===== config.mk =====
export PLATFORM = sky130hd
export DESIGN_NAME = regfile_wr_arbiter
export DESIGN_NICKNAME = d
export VERILOG_FILES = /design/src/rtl/regfile_wr_arbiter.sv
export SDC_FILE = /design/constraint.sdc
export NUM_CORES = 1
export LEC_CHECK = 0
export ABC_AREA = 1
export CORE_UTILIZATION = 50
export CTS_BUF_LIST = sky130_fd_sc_hd__clkbuf_16
export DETAILED_ROUTE_END_ITERATION = 12
export DONT_BUFFER_PORTS = 1
export PLACE_DENSITY = 0.75
export SYNTH_ARGS = -nofsm -noshare
export SYNTH_HDL_FRONTEND = slang
export SYNTH_SLANG_ARGS = --single-unit

===== constraint.sdc =====
create_clock -name clk -period 2.9 [get_ports clk]
set_clock_uncertainty 0.15 [all_clocks]
set_input_delay 0.58 -clock clk [delete_from_list [all_inputs] [get_ports clk]]
set_output_delay 0.58 -clock clk [all_outputs]
set_load 0.02 [all_outputs]

===== src/rtl/regfile_wr_arbiter.sv =====
// rtl/regfile_wr_arbiter.sv - two-requester register-file write-port arbiter with pending scoreboard
module regfile_wr_arbiter #(
    parameter int DATA_W = 32,
    parameter int ADDR_W = 5
) (
    input  logic              clk,
    input  logic              rst,
    input  logic              req0_valid,
    input  logic [ADDR_W-1:0] req0_addr,
    input  logic [DATA_W-1:0] req0_data,
    output logic              req0_ready,
    input  logic              req1_valid,
    input  logic [ADDR_W-1:0] req1_addr,
    input  logic [DATA_W-1:0] req1_data,
    output logic              req1_ready,
    input  logic              rsv_valid,
    input  logic [ADDR_W-1:0] rsv_addr,
    input  logic [ADDR_W-1:0] rd_a1,
    input  logic [ADDR_W-1:0] rd_a2,
    output logic              busy1,
    output logic              busy2,
    output logic              rsv_stall,
    output logic              rf_we,
    output logic [ADDR_W-1:0] rf_addr,
    output logic [DATA_W-1:0] rf_wdata
);
    localparam int NREG = 1 << ADDR_W;

    logic            ptr;
    logic            accept;
    logic            set_en;
    logic [NREG-1:0] pending;
    logic [NREG-1:0] pending_nxt;

    // ptr=0 favours req0 when both requesters contend
    assign req0_ready = req0_valid & (~req1_valid | ~ptr);
    assign req1_ready = req1_valid & (~req0_valid | ptr);
    assign accept     = req0_ready | req1_ready;

    always_ff @(posedge clk or negedge rst) begin
        if (!rst) begin
            ptr <= 1'b0;
        end else if (accept) begin
            ptr <= req0_ready;
        end
    end

    always_ff @(posedge clk or negedge rst) begin
        if (!rst) begin
            rf_we    <= 1'b0;
            rf_addr  <= '0;
            rf_wdata <= '0;
        end else if (req0_ready) begin
            rf_we    <= (req0_addr != '0);
            rf_addr  <= req0_addr;
            rf_wdata <= req0_data;
        end else if (req1_ready) begin
            rf_we    <= (req1_addr != '0);
            rf_addr  <= req1_addr;
            rf_wdata <= req1_data;
        end else begin
            rf_we    <= 1'b0;
        end
    end

    assign rsv_stall = rsv_valid & pending[rsv_addr];
    assign set_en    = rsv_valid & ~rsv_stall & (rsv_addr != '0);
    assign busy1     = pending[rd_a1];
    assign busy2     = pending[rd_a2];

    // Set is applied after clear so a fresh producer on the committing address stays outstanding
    always_comb begin
        pending_nxt = pending;
        if (rf_we) begin
            pending_nxt[rf_addr] = 1'b0;
        end
        if (set_en) begin
            pending_nxt[rsv_addr] = 1'b1;
        end
        pending_nxt[0] = 1'b0;
    end

    always_ff @(posedge clk or negedge rst) begin
        if (!rst) begin
            pending <= '0;
        end else begin
            pending <= pending_nxt;
        end
    end
endmodule


* Word level (Yosys, flattened, before mapping) *
Cells that the tools add are included.

storage, ports and cells
  memories = 0
  bits in registers = 70
  bits of input ports = 94
  RAM bits = 0
  output and inout port bits = 43
  logic and storage cells = 50
  ROM bits = 0
  latch bits = 0

cells by class
  multiply operators = 0
  multiplexer cells = 18
  eq/ne operators = 0
  bitwise logic cells = 15
  add/sub/neg operators = 0
  $lt $le $gt $ge = 6
  shifts and indexed selects = 0
  reductions and logical operators = 6
  divide/modulo/power cells = 0

operator list
  cell                                                                           count
  32-bit 2-to-1 mux                                                              4
  32-bit AND                                                                     1
  32-bit inverter                                                                1
  32-bit OR                                                                      1
  5-bit by 6-bit less-than comparator with 1-bit output (second input constant)  4
  1-bit binary-select mux with 5-bit select                                      3
  5-bit nonzero test                                                             3
  1-bit demux with 5-bit select                                                  2
  5-bit by 1-bit >= comparator with 1-bit output (second input constant)         2
  5-bit 2-to-1 mux                                                               2
  1-bit 2-to-1 mux                                                               7
  1-bit AND                                                                      5
  1-bit inverter                                                                 4
  1-bit OR                                                                       3
  1-bit logical AND                                                              2
  2-bit nonzero test                                                             1

* Depth between registers and ports, before layout *
Gate-level depths: netlist of run 1.

  word-level depth = 9
  depth in mapped cells = 14
  gate-level depth less buffers = 12

* Worst setup path after synthesis of run 1 *
Ideal clock, no wire load.

  kind = input port to output port
  from = input rsv_addr[0]
  to = output rsv_stall
  data arrival time = 1645 ps
  required time = 2170 ps
  stages on the path = 8
  path slack = 525 ps
  path buffers = 1
  cells stage by stage = buf_4 > nor2_2 > nand2_1 > nand3_1 > nand2_1 > nand2_1 > nor2_1 > a21oi_1

between the ends
  cells in the longest elaborated chain, start to end = 3

ends and longest elaborated chain
  element                                    line  RTL
  start, declared                            17    input logic [ADDR_W-1:0] rsv_addr,
  1-bit binary-select mux with 5-bit select  66    assign rsv_stall = rsv_valid & pending[rsv_addr];
  1-bit 2-to-1 mux (not written as such)     66
  1-bit AND                                  66
  end, declared                              22    output logic rsv_stall,

No other way between the ends. The select of a mux whose other input is x is not followed.

* Worst setup path in the final report of run 1 *
  from = input rsv_addr[4]
  to = output rsv_stall

The elaborated chain is that of the path after synthesis.

==> results of run 1 <==
sequential cells by signal, summed over array words and instances, names as in the netlist:
signal,flops
pending,31
ptr,1
rf_addr,5
rf_wdata,32
rf_we,1
layout by cell type (no fill, tap or decap), drive strengths merged, types with 4 or more instances in the layout:
master  instances
dfrtp          70
nor3            8
o211ai          4
nand3          55
o21ai         108
a21oi           7
nand2         130
buf             5
clkbuf          9
nor2           65
o22ai          32
inv            67
o221ai         10
worst max path at each step:
stage                     start         to  slack [ns]
global placement    rsv_addr[3]  rsv_stall        0.43
detailed placement  rsv_addr[4]  rsv_stall        0.39
finish              rsv_addr[4]  rsv_stall        0.35
floorplan           rsv_addr[0]  rsv_stall        0.53
CTS                 rsv_addr[4]  rsv_stall        0.39
global route        rsv_addr[3]  rsv_stall        0.23
cells by family (layout without fill, tap and decap cells):
kind of cell | after synthesis | count (layout) | synth area share, %
and+or+nand+nor | 263 | 263 | 26.4
AOI/OAI and AO/OA | 163 | 163 | 22.0
buffers and inverters | 91 | 87 | 9.18
DFF | 70 | 70 | 42.4
area by class of cell:
type	count	area, µm²
Sequential cell	70	1750
Inverter	65	244
Multi-Input combinational cell	426	2000
Timing Repair Buffer	6	67.6
Clock inverter	7	50.0
Fill cell	764	3380
Clock buffer	9	225
Tap cell	102	128
where the power goes:
| part | switching [mW] | leakage (nW) | internal, mW |
|---|---|---|---|
| Combinational | 0.544 | 1.15 | 0.332 |
| Clock | 0.416 | 0.133 | 0.579 |
| Sequential | 0.499 | 0.822 | 1.29 |
cell usage after synthesis, types with 4 or more instances:
master,n,share of area (%)
a21oi_1,7,0.85
buf_6,4,1.1
clkbuf_1,17,1.5
dfrtp_1,70,42
inv_1,62,5.6
nand2_1,129,12
nand3_1,55,6.7
nor2_1,63,5.7
nor3_1,8,0.97
o211ai_1,4,0.73
o21ai_0,104,13
o21ai_1,4,0.48
o221ai_1,10,2.1
o22ai_1,32,4.8
per-stage QoR:
step	total power, mW	hold WS [ns]	utilization, %	cell area (µm²)
2_1_floorplan	2.34	0.134	-	4130
3_3_place_gp	2.58	0.136	52.9	4150
3_5_place_dp	2.63	0.136	52.9	4150
4_1_cts	3.66	0.231	56.9	4470
5_1_grt	3.89	0.240	56.9	4470
6_report	3.66	0.235	56.9	4470
layer usage:
| metal | global-route usage [%] | up-vias | routed length (µm) |
|---|---|---|---|
| met1 | 34.7 | 1918 | 4690 |
| met5 | 0 | - | 0 |
| li1 | - | 1962 | - |
| met4 | 16.0 | 0 | 622 |
| met2 | 46.1 | 218 | 5470 |
| met3 | 6.98 | 45 | 1030 |
worst reg2reg max path: cells and delay by family (launching register included):
family           cells  cell delay [ns]
flip-flops           1             0.41
AND/OR/NAND/NOR     10             1.47
AO/OA/AOI/OAI        1             0.07
==> metrics.txt, run 1 <==
status complete, no violations; Clock Path Buffers 2; CTS H-Tree Depth 3; DR iter-0 viols 409; Synthesized Nets 681; sequential fraction of the synthesis area 42.4%; dominant synthesized flop cell dfrtp_1; Die ar. 8630 µm²; DIE WIDTH 92.9 µm; Hold Vio Cnt, Final 0; GPL Wtd Cong 0.964; family with the most delay on the worst path simple AND/OR/NAND/NOR gates; Final ANT Viol Nets 0; initial antenna violation count 0; worst min path class in -> reg; post_cts resized 0; CTS tree done; WS Path Type in -> out; Critical Path RT 2.17 ns; CP max stage delay 0.49 ns; final worst-path cycle share 87.9%; Reg clk slew, reported paths 0.06 ns; Pwr Density 819 nW/µm²; Via density 6.05; grt ovf 0; Syn Inst Count 587; Boundary Pins 137; Hold Path Stages 2; critical path depth in cells 6; Max Fclk 393 MHz; Initial Util 52.6%; Root Driver clkbuf_16; largest net degree at the start of global routing 71; Peak VDD IR 531 µV; #FFs+latches synth 70; final wirelength 11800 µm; RSZ-0062 raised after global routing false; area grow syn2layout 8.12%; All-Layer GR Usage 28.5%; clk_lat worst skew 0.33 ns; Synth async-reset ratio 100%; pre-CTS setup slack 0.388 ns; Yosys warning count 0; Reg2Reg Depth 11; total CTS buffers 9; relative slew slack 31.4%; Yosys cell types 26; Slew Limit Fails 0; share of cells above drive strength 1 4.63%; crit start category input port; Core Box Area 7850 µm²; worst-path fanout max 7; vias in the first global route 3984; WP buf/inv 1; IO Port Bufs 0; first-pass GRT wire length 19000 µm; crit path cell chain inv_1, nor3_1, nand2_1, nand2_1, nor2_1, a21oi_1; CP most frequent cell nand2_1; Worst-Margin Slew 1.03 ns; Lkg Pwr 2.11 nW; DR pass1 iterations 5; DR WL/cell 17.2 µm; cell row count 32; Vias 4143; max_cap viols 0; final non-filler cell total 685; CP max-delay cell nor3_1; r2r endpoint pending[15]; WP data arrival 1.82 ns; # setup viols final 0; crit path time final 2.55 ns; reg2reg start pending[25]; flop2flop setup slack 0.71 ns; average cell area after synthesis 7.04 µm²; Post-Syn Area 4130 µm²; setup_tns 0 ns; NumNets Final 672; crit end category output port; HP Start req0_addr[4]; hold_buf cts 2; ant diodes 0; postcts setup bufs 0; Hold Path End rf_we; placed cells 667; setup ws final 0.352 ns; Sink Count 70; number of flops mapped to enable cells by yosys 0; Post-DP HPWL 8610 µm; DRC Markers 0; Die H 92.9 µm
(Power assumes the default switching activity.)
==> inputs of run 2 (changes only) <==
--- a/config.mk
+++ b/config.mk
@@ -6,11 +6,11 @@
 export NUM_CORES = 1
 export LEC_CHECK = 0
 export ABC_AREA = 1
-export CORE_UTILIZATION = 50
+export CORE_UTILIZATION = 69
 export CTS_BUF_LIST = sky130_fd_sc_hd__clkbuf_16
 export DETAILED_ROUTE_END_ITERATION = 12
 export DONT_BUFFER_PORTS = 1
-export PLACE_DENSITY = 0.75
+export PLACE_DENSITY = 0.95
 export SYNTH_ARGS = -nofsm -noshare
 export SYNTH_HDL_FRONTEND = slang
 export SYNTH_SLANG_ARGS = --single-unit
==> constraint.sdc (replaced) <==
create_clock -name clk -period 3.25 [get_ports clk]
set_clock_uncertainty 0.15 [all_clocks]
set_input_delay 0.65 -clock clk [delete_from_list [all_inputs] [get_ports clk]]
set_output_delay 0.65 -clock clk [all_outputs]
set_load 0.02 [all_outputs]
==> run 2 against run 1 <==
Effect of this change: sequential power fell by 11%; utilization rose by 23 points; first-iteration DRC count rose by 40%; combinational power fell by 6.7%; final cell count fell by 4.7%; register-to-register slack improved by 0.28 ns; sequential cell count did not move; via count rose by 7.0%; critical path depth did not move; global-route usage rose by 14 points; sequential share of layout area fell by 0.14 points; critical endpoint unchanged; largest cell class unchanged.
==> metrics.txt, run 2 (synthesis gave the netlist of run 1 again) <==
status complete, no violations (unchanged); CTS tree done (unchanged); area grow syn2layout 8.51% (was 8.12%); DIE WIDTH 79.4 µm (was 92.9 µm); grt ovf 0 (unchanged); RSZ-0062 raised after global routing false (unchanged); Largest regs rf_wdata x32, pending x31, rf_addr x5 (unchanged); Via density 6.79 (was 6.05); Hold Vio Cnt, Final 0 (unchanged); Sink Count 70 (unchanged); relative slew slack 32.3% (was 31.4%); Vias 4435 (was 4143); WS Path Type in -> out (unchanged); post_cts resized 0 (unchanged); NumNets Final 670 (was 672); Root Driver clkbuf_16 (unchanged); Initial Util 73.2% (was 52.6%); vias in the first global route 4196 (was 3984); largest net degree at the start of global routing 71 (unchanged); Pwr Density 791 nW/µm² (was 819 nW/µm²); share of cells above drive strength 1 4.65% (was 4.63%); most frequent cells in the layout nand2_1, o21ai_0, dfrtp_1, nor2_1, inv_1 (was nand2_1, o21ai_0, dfrtp_1, inv_1, nor2_1); Max Fclk 365 MHz; DR pass1 iterations 8 (was 5); cell row count 27 (was 32); Slew Limit Fails 0 (unchanged); CP most frequent cell nand2_1 (unchanged); Boundary Pins 137 (unchanged); Peak VDD IR 512 µV (was 531 µV); final worst-path cycle share 84.2%; CP max-delay cell nor3_1 (unchanged); global routing usage on met2 70.8% (was 46.1%); global-route track usage on met1 47.9% (was 34.7%); final core occ 79.4% (was 56.9%); Core Box Area 5640 µm² (was 7850 µm²); final wirelength 12800 µm (was 11800 µm); crit end category output port (unchanged); Die ar. 6300 µm² (was 8630 µm²); Top reg by flops rf_wdata (unchanged); DRC Markers 0 (unchanged); worst-path fanout max 7 (unchanged); Lkg Pwr 2.14 nW (was 2.11 nW); GRT busiest layer met2 (unchanged); CTS H-Tree Depth 3 (unchanged); clk_lat worst skew 0.33 ns (about the same); WP buf/inv 1 (unchanged); crit path time final 2.74 ns; crit path cell chain inv_1, nor3_1, nand2_1, nand2_1, nor2_1, a21oi_1 (unchanged); Die H 79.4 µm (was 92.9 µm); Post-DP HPWL 8710 µm (was 8610 µm); crit start category input port (unchanged); CP max stage delay 0.50 ns (was 0.49 ns); first-pass GRT wire length 20100 µm (was 19000 µm); DR WL/cell 19.5 µm (was 17.2 µm); setup_tns 0 ns (unchanged); worst min path class in -> async (was in -> reg); max_cap viols 0 (unchanged); met3 Track Usage GR 12.1% (was 6.98%); total CTS buffers 9 (unchanged); DR iter-0 viols 572 (was 409); Final ANT Viol Nets 0 (unchanged); max FFs per register 32 (unchanged); initial antenna violation count 0 (unchanged); WP data arrival 1.94 ns (was 1.82 ns); family with the most delay on the worst path simple AND/OR/NAND/NOR gates (unchanged); # setup viols final 0 (unchanged); fill cell count 381 (was 764); Worst-Margin Slew 1.02 ns (was 1.03 ns); IO Port Bufs 0 (unchanged); Critical Path RT 2.45 ns (was 2.17 ns); All-Layer GR Usage 42.6% (was 28.5%); Clock Path Buffers 2 (unchanged); ant diodes 0 (unchanged); Reg clk slew, reported paths 0.05 ns (was 0.06 ns); GPL Wtd Cong 0.959 (was 0.964); most common library cell in the layout ignoring fill and taps nand2_1 (unchanged)
## run 2: cell types whose count changed in the layout (fill, tap and decap cells not counted)
cell,delta
bufinv_16,+3
buf_4,-1
inv_1,-1
dlygate4sd3_1,-1
clkinvlp_4,-2
## run 2: routing by layer
layer / up-vias / routed length (µm)
li1: 1959 / -
met2: 358 / 6160
met5: - / 0
met3: 82 / 1360
met1: 2036 / 4450
met4: 0 / 802
## run 2: timing repair
item                      CTS  global route
hold endpoints to repair   70             0
setup buffers               0             0
hold buffers                1             0
## run 2: cell type report
type | count | area (µm²) | share of cell area (%)
inverter | 65 | 244 | 5.44
timing repair buffer | 4 | 50.0 | 1.12
sequential | 70 | 1750 | 39.1
tap | 72 | 90.1 | 2.01
clock buffer | 9 | 225 | 5.03
multi-input combinational | 426 | 2000 | 44.6
clock inverter | 7 | 121 | 2.71
## run 2: power by group
group | internal [mW] | switching (mW)
sequential | 1.15 | 0.450
combinational | 0.295 | 0.523
clock | 0.753 | 0.377
total | 2.20 | 1.35
## run 2: final timing paths
path                              start     endpoint  slack [ns]  cells after the start
max                         rsv_addr[4]    rsv_stall        0.51                      6
min                                 rst  rf_wdata[1]        0.06                      1
max reg2reg                 pending[24]  pending[31]        0.99                     11
min reg2reg                         ptr          ptr        0.36                      2
max in group asynchronous           rst  pending[29]        2.63                      1
min in group clk           req0_addr[4]        rf_we        0.32                      2
## run 2: stage by stage
step / total power [mW] / hold WS [ns] / setup WS, ns / instance area (µm²) / std cells
finish: 3.54 / 0.0573 / 0.513 / 4480 / 653
global route: 3.71 / 0.0885 / 0.395 / 4480 / 653
CTS: 3.50 / 0.0682 / 0.552 / 4480 / 653
detailed placement: 2.34 / 0.205 / 0.524 / 4110 / 636
global placement: 2.30 / 0.205 / 0.573 / 4110 / 636
floorplan: 2.09 / 0.204 / 0.735 / 4130 / 587
==> inputs of run 3 (changes only) <==
--- a/config.mk
+++ b/config.mk
@@ -6,11 +6,11 @@
 export NUM_CORES = 1
 export LEC_CHECK = 0
 export ABC_AREA = 1
-export CORE_UTILIZATION = 69
+export CORE_UTILIZATION = 58
 export CTS_BUF_LIST = sky130_fd_sc_hd__clkbuf_16
 export DETAILED_ROUTE_END_ITERATION = 12
 export DONT_BUFFER_PORTS = 1
-export PLACE_DENSITY = 0.95
+export PLACE_DENSITY = 0.86
 export SYNTH_ARGS = -nofsm -noshare
 export SYNTH_HDL_FRONTEND = slang
 export SYNTH_SLANG_ARGS = --single-unit
==> constraint.sdc (replaced) <==
create_clock -name clk -period 2.3 [get_ports clk]
set_clock_uncertainty 0.15 [all_clocks]
set_input_delay 0.46 -clock clk [delete_from_list [all_inputs] [get_ports clk]]
set_output_delay 0.46 -clock clk [all_outputs]
set_load 0.02 [all_outputs]
==> run 3 against run 2 <==
Effect of this change: worst hold slack improved by 0.061 ns; setup slack lost 0.44 ns; first-iteration DRC count decreased by 13%; clock power increased by 16%; register-to-register slack worse by 0.63 ns; die area grew 18%; final cell count rose by 5.4%; via count shrank 4.4%; largest power group unchanged; sequential share of layout area down 0.71 points; non-clock buffer count is 12 higher; sequential power rose by 44%.
==> metrics.txt, run 3 (synthesis gave the netlist of run 1 again) <==
pre-CTS setup slack 0.0312 ns (was 0.524 ns); # setup viols final 0 (unchanged); crit path cell chain nand2_1, nand2_1, nand2_1, nand2_1, nand2_1, nand2_1, nor2_2, a21oi_1, buf_4 (was inv_1, nor3_1, nand2_1, nand2_1, nor2_1, a21oi_1); worst hold slack 0.118 ns (was 0.0573 ns); final worst-path cycle share 96.6%; CP max stage delay 0.45 ns (was 0.50 ns); setup ws final 0.0774 ns (was 0.513 ns); largest net degree at the start of global routing 71 (unchanged); Worst-Margin Slew 0.590 ns (was 1.02 ns); Boundary Pins 137 (unchanged); Critical Path RT 1.69 ns (was 2.45 ns); fill cell count 574 (was 381); clk_lat worst skew 0.33 ns (about the same); Die ar. 7460 µm² (was 6300 µm²); final wirelength 12000 µm (was 12800 µm); Root Driver clkbuf_16 (unchanged); CTS H-Tree Depth 3 (unchanged); DR pass1 iterations 5 (was 8); Sink Count 70 (unchanged); share of cells above drive strength 1 6.42% (was 4.65%); crit path time final 2.22 ns; CTS tree done (unchanged); WS Path Type reg -> out (was in -> out); CP most frequent cell nand2_1 (unchanged); WP buf/inv 1 (unchanged); final core occ 66.8% (was 79.4%); FF/Latch Area 1750 µm² (unchanged); Post-DP HPWL 8390 µm (was 8710 µm); setup_tns 0 ns (unchanged); vias in the first global route 4008 (was 4196); Reg clk slew, reported paths 0.05 ns (about the same); relative slew slack 60.7% (was 32.3%); crit end category output port (unchanged); status complete, no violations (unchanged); Hold Vio Cnt, Final 0 (unchanged); Slew Limit Fails 0 (unchanged); Max Fclk 450 MHz; Initial Util 60.5% (was 73.2%); NumNets Final 682 (was 670); max_cap viols 0 (unchanged); All-Layer GR Usage 34.0% (was 42.6%); Pwr Density 1040 nW/µm² (was 791 nW/µm²); DR iter-0 viols 495 (was 572); CP max-delay cell dfrtp_1 (was nor3_1); ant diodes 0 (unchanged); postcts setup bufs 0 (unchanged); Die H 86.4 µm (was 79.4 µm); GPL Wtd Cong 0.998 (was 0.959); WP data arrival 1.61 ns (was 1.94 ns); Clock Path Buffers 2 (unchanged); Vias 4241 (was 4435); worst-path fanout max 4 (was 7); grt ovf 0 (unchanged); RSZ-0062 raised after global routing false (unchanged); area grow syn2layout 10.5% (was 8.51%); initial antenna violation count 0 (unchanged); family with the most delay on the worst path simple AND/OR/NAND/NOR gates (unchanged); cell row count 30 (was 27); Top reg by flops rf_wdata (unchanged); Lkg Pwr 2.18 nW (was 2.14 nW); IO Port Bufs 0 (unchanged); most common library cell in the layout ignoring fill and taps nand2_1 (unchanged); DIE WIDTH 86.4 µm (was 79.4 µm); Core Box Area 6830 µm² (was 5640 µm²); most frequent cells in the layout nand2_1, o21ai_0, dfrtp_1, inv_1, nor2_1 (was nand2_1, o21ai_0, dfrtp_1, nor2_1, inv_1); total CTS buffers 9 (unchanged); footprint of the multi-input gates 2010 µm² (was 2000 µm²); worst min path class in -> reg (was in -> async); DRC Markers 0 (unchanged); first-pass GRT wire length 19300 µm (was 20100 µm); Via density 6.16 (was 6.79); max FFs per register 32 (unchanged); crit start category flop (was input port); Largest regs rf_wdata x32, pending x31, rf_addr x5 (unchanged); DR WL/cell 17.4 µm (was 19.5 µm); Peak VDD IR 610 µV (was 512 µV); Final ANT Viol Nets 0 (unchanged)
-- run 3: path summary, 6_finish.rpt --
check / depth (start not counted) / from / endpoint / slack, ns
max in group asynchronous: 2 / rst / pending[10] / 1.20
setup / recovery: 9 / pending[19] / rsv_stall / 0.08
min in group asynchronous: 2 / rst / pending[25] / 0.51
setup reg to reg: 12 / pending[19] / pending[18] / 0.36
hold / removal: 2 / req0_addr[4] / rf_we / 0.12
hold reg to reg: 2 / ptr / ptr / 0.37
-- run 3: routing by layer --
metal / vias up / wire length (µm) / global-route usage, % / part of all wire, %
met5: - / 0 / 0 / 0
met4: 0 / 427 / 21.4 / 3.6
met3: 43 / 1090 / 5.62 / 9.1
met2: 274 / 5780 / 55.1 / 48
met1: 1940 / 4710 / 42.6 / 39
li1: 1984 / - / - / -
-- run 3: layout make-up --
| class | count | share of cell area [%] |
|---|---|---|
| well taps | 96 | 2.63 |
| repair buffers | 16 | 3.40 |
| flip-flops and latches | 70 | 38.4 |
| multi-input cells | 426 | 44.1 |
| clock inverters | 6 | 1.23 |
| clock buffers | 9 | 4.93 |
| inverters | 65 | 5.35 |
-- run 3: through the flow --
stage / power (mW) / std cells / instance area, µm²
final: 4.77 / 688 / 4560
after global routing: 5.03 / 688 / 4560
after CTS: 4.73 / 688 / 4550
after detailed placement: 3.37 / 671 / 4230
after global placement: 3.32 / 671 / 4230
after floorplan: 2.95 / 587 / 4130
-- run 3: what timing repair did --
item	CTS	global route
hold buffers	2	0
setup endpoints to repair	0	4
hold endpoints to repair	70	0
resized for setup	0	4
-- run 3: power by group --
| group | internal, mW | switching (mW) |
|---|---|---|
| clock network | 0.822 | 0.489 |
| logic | 0.443 | 0.708 |
| registers | 1.62 | 0.683 |
| total | 2.89 | 1.88 |
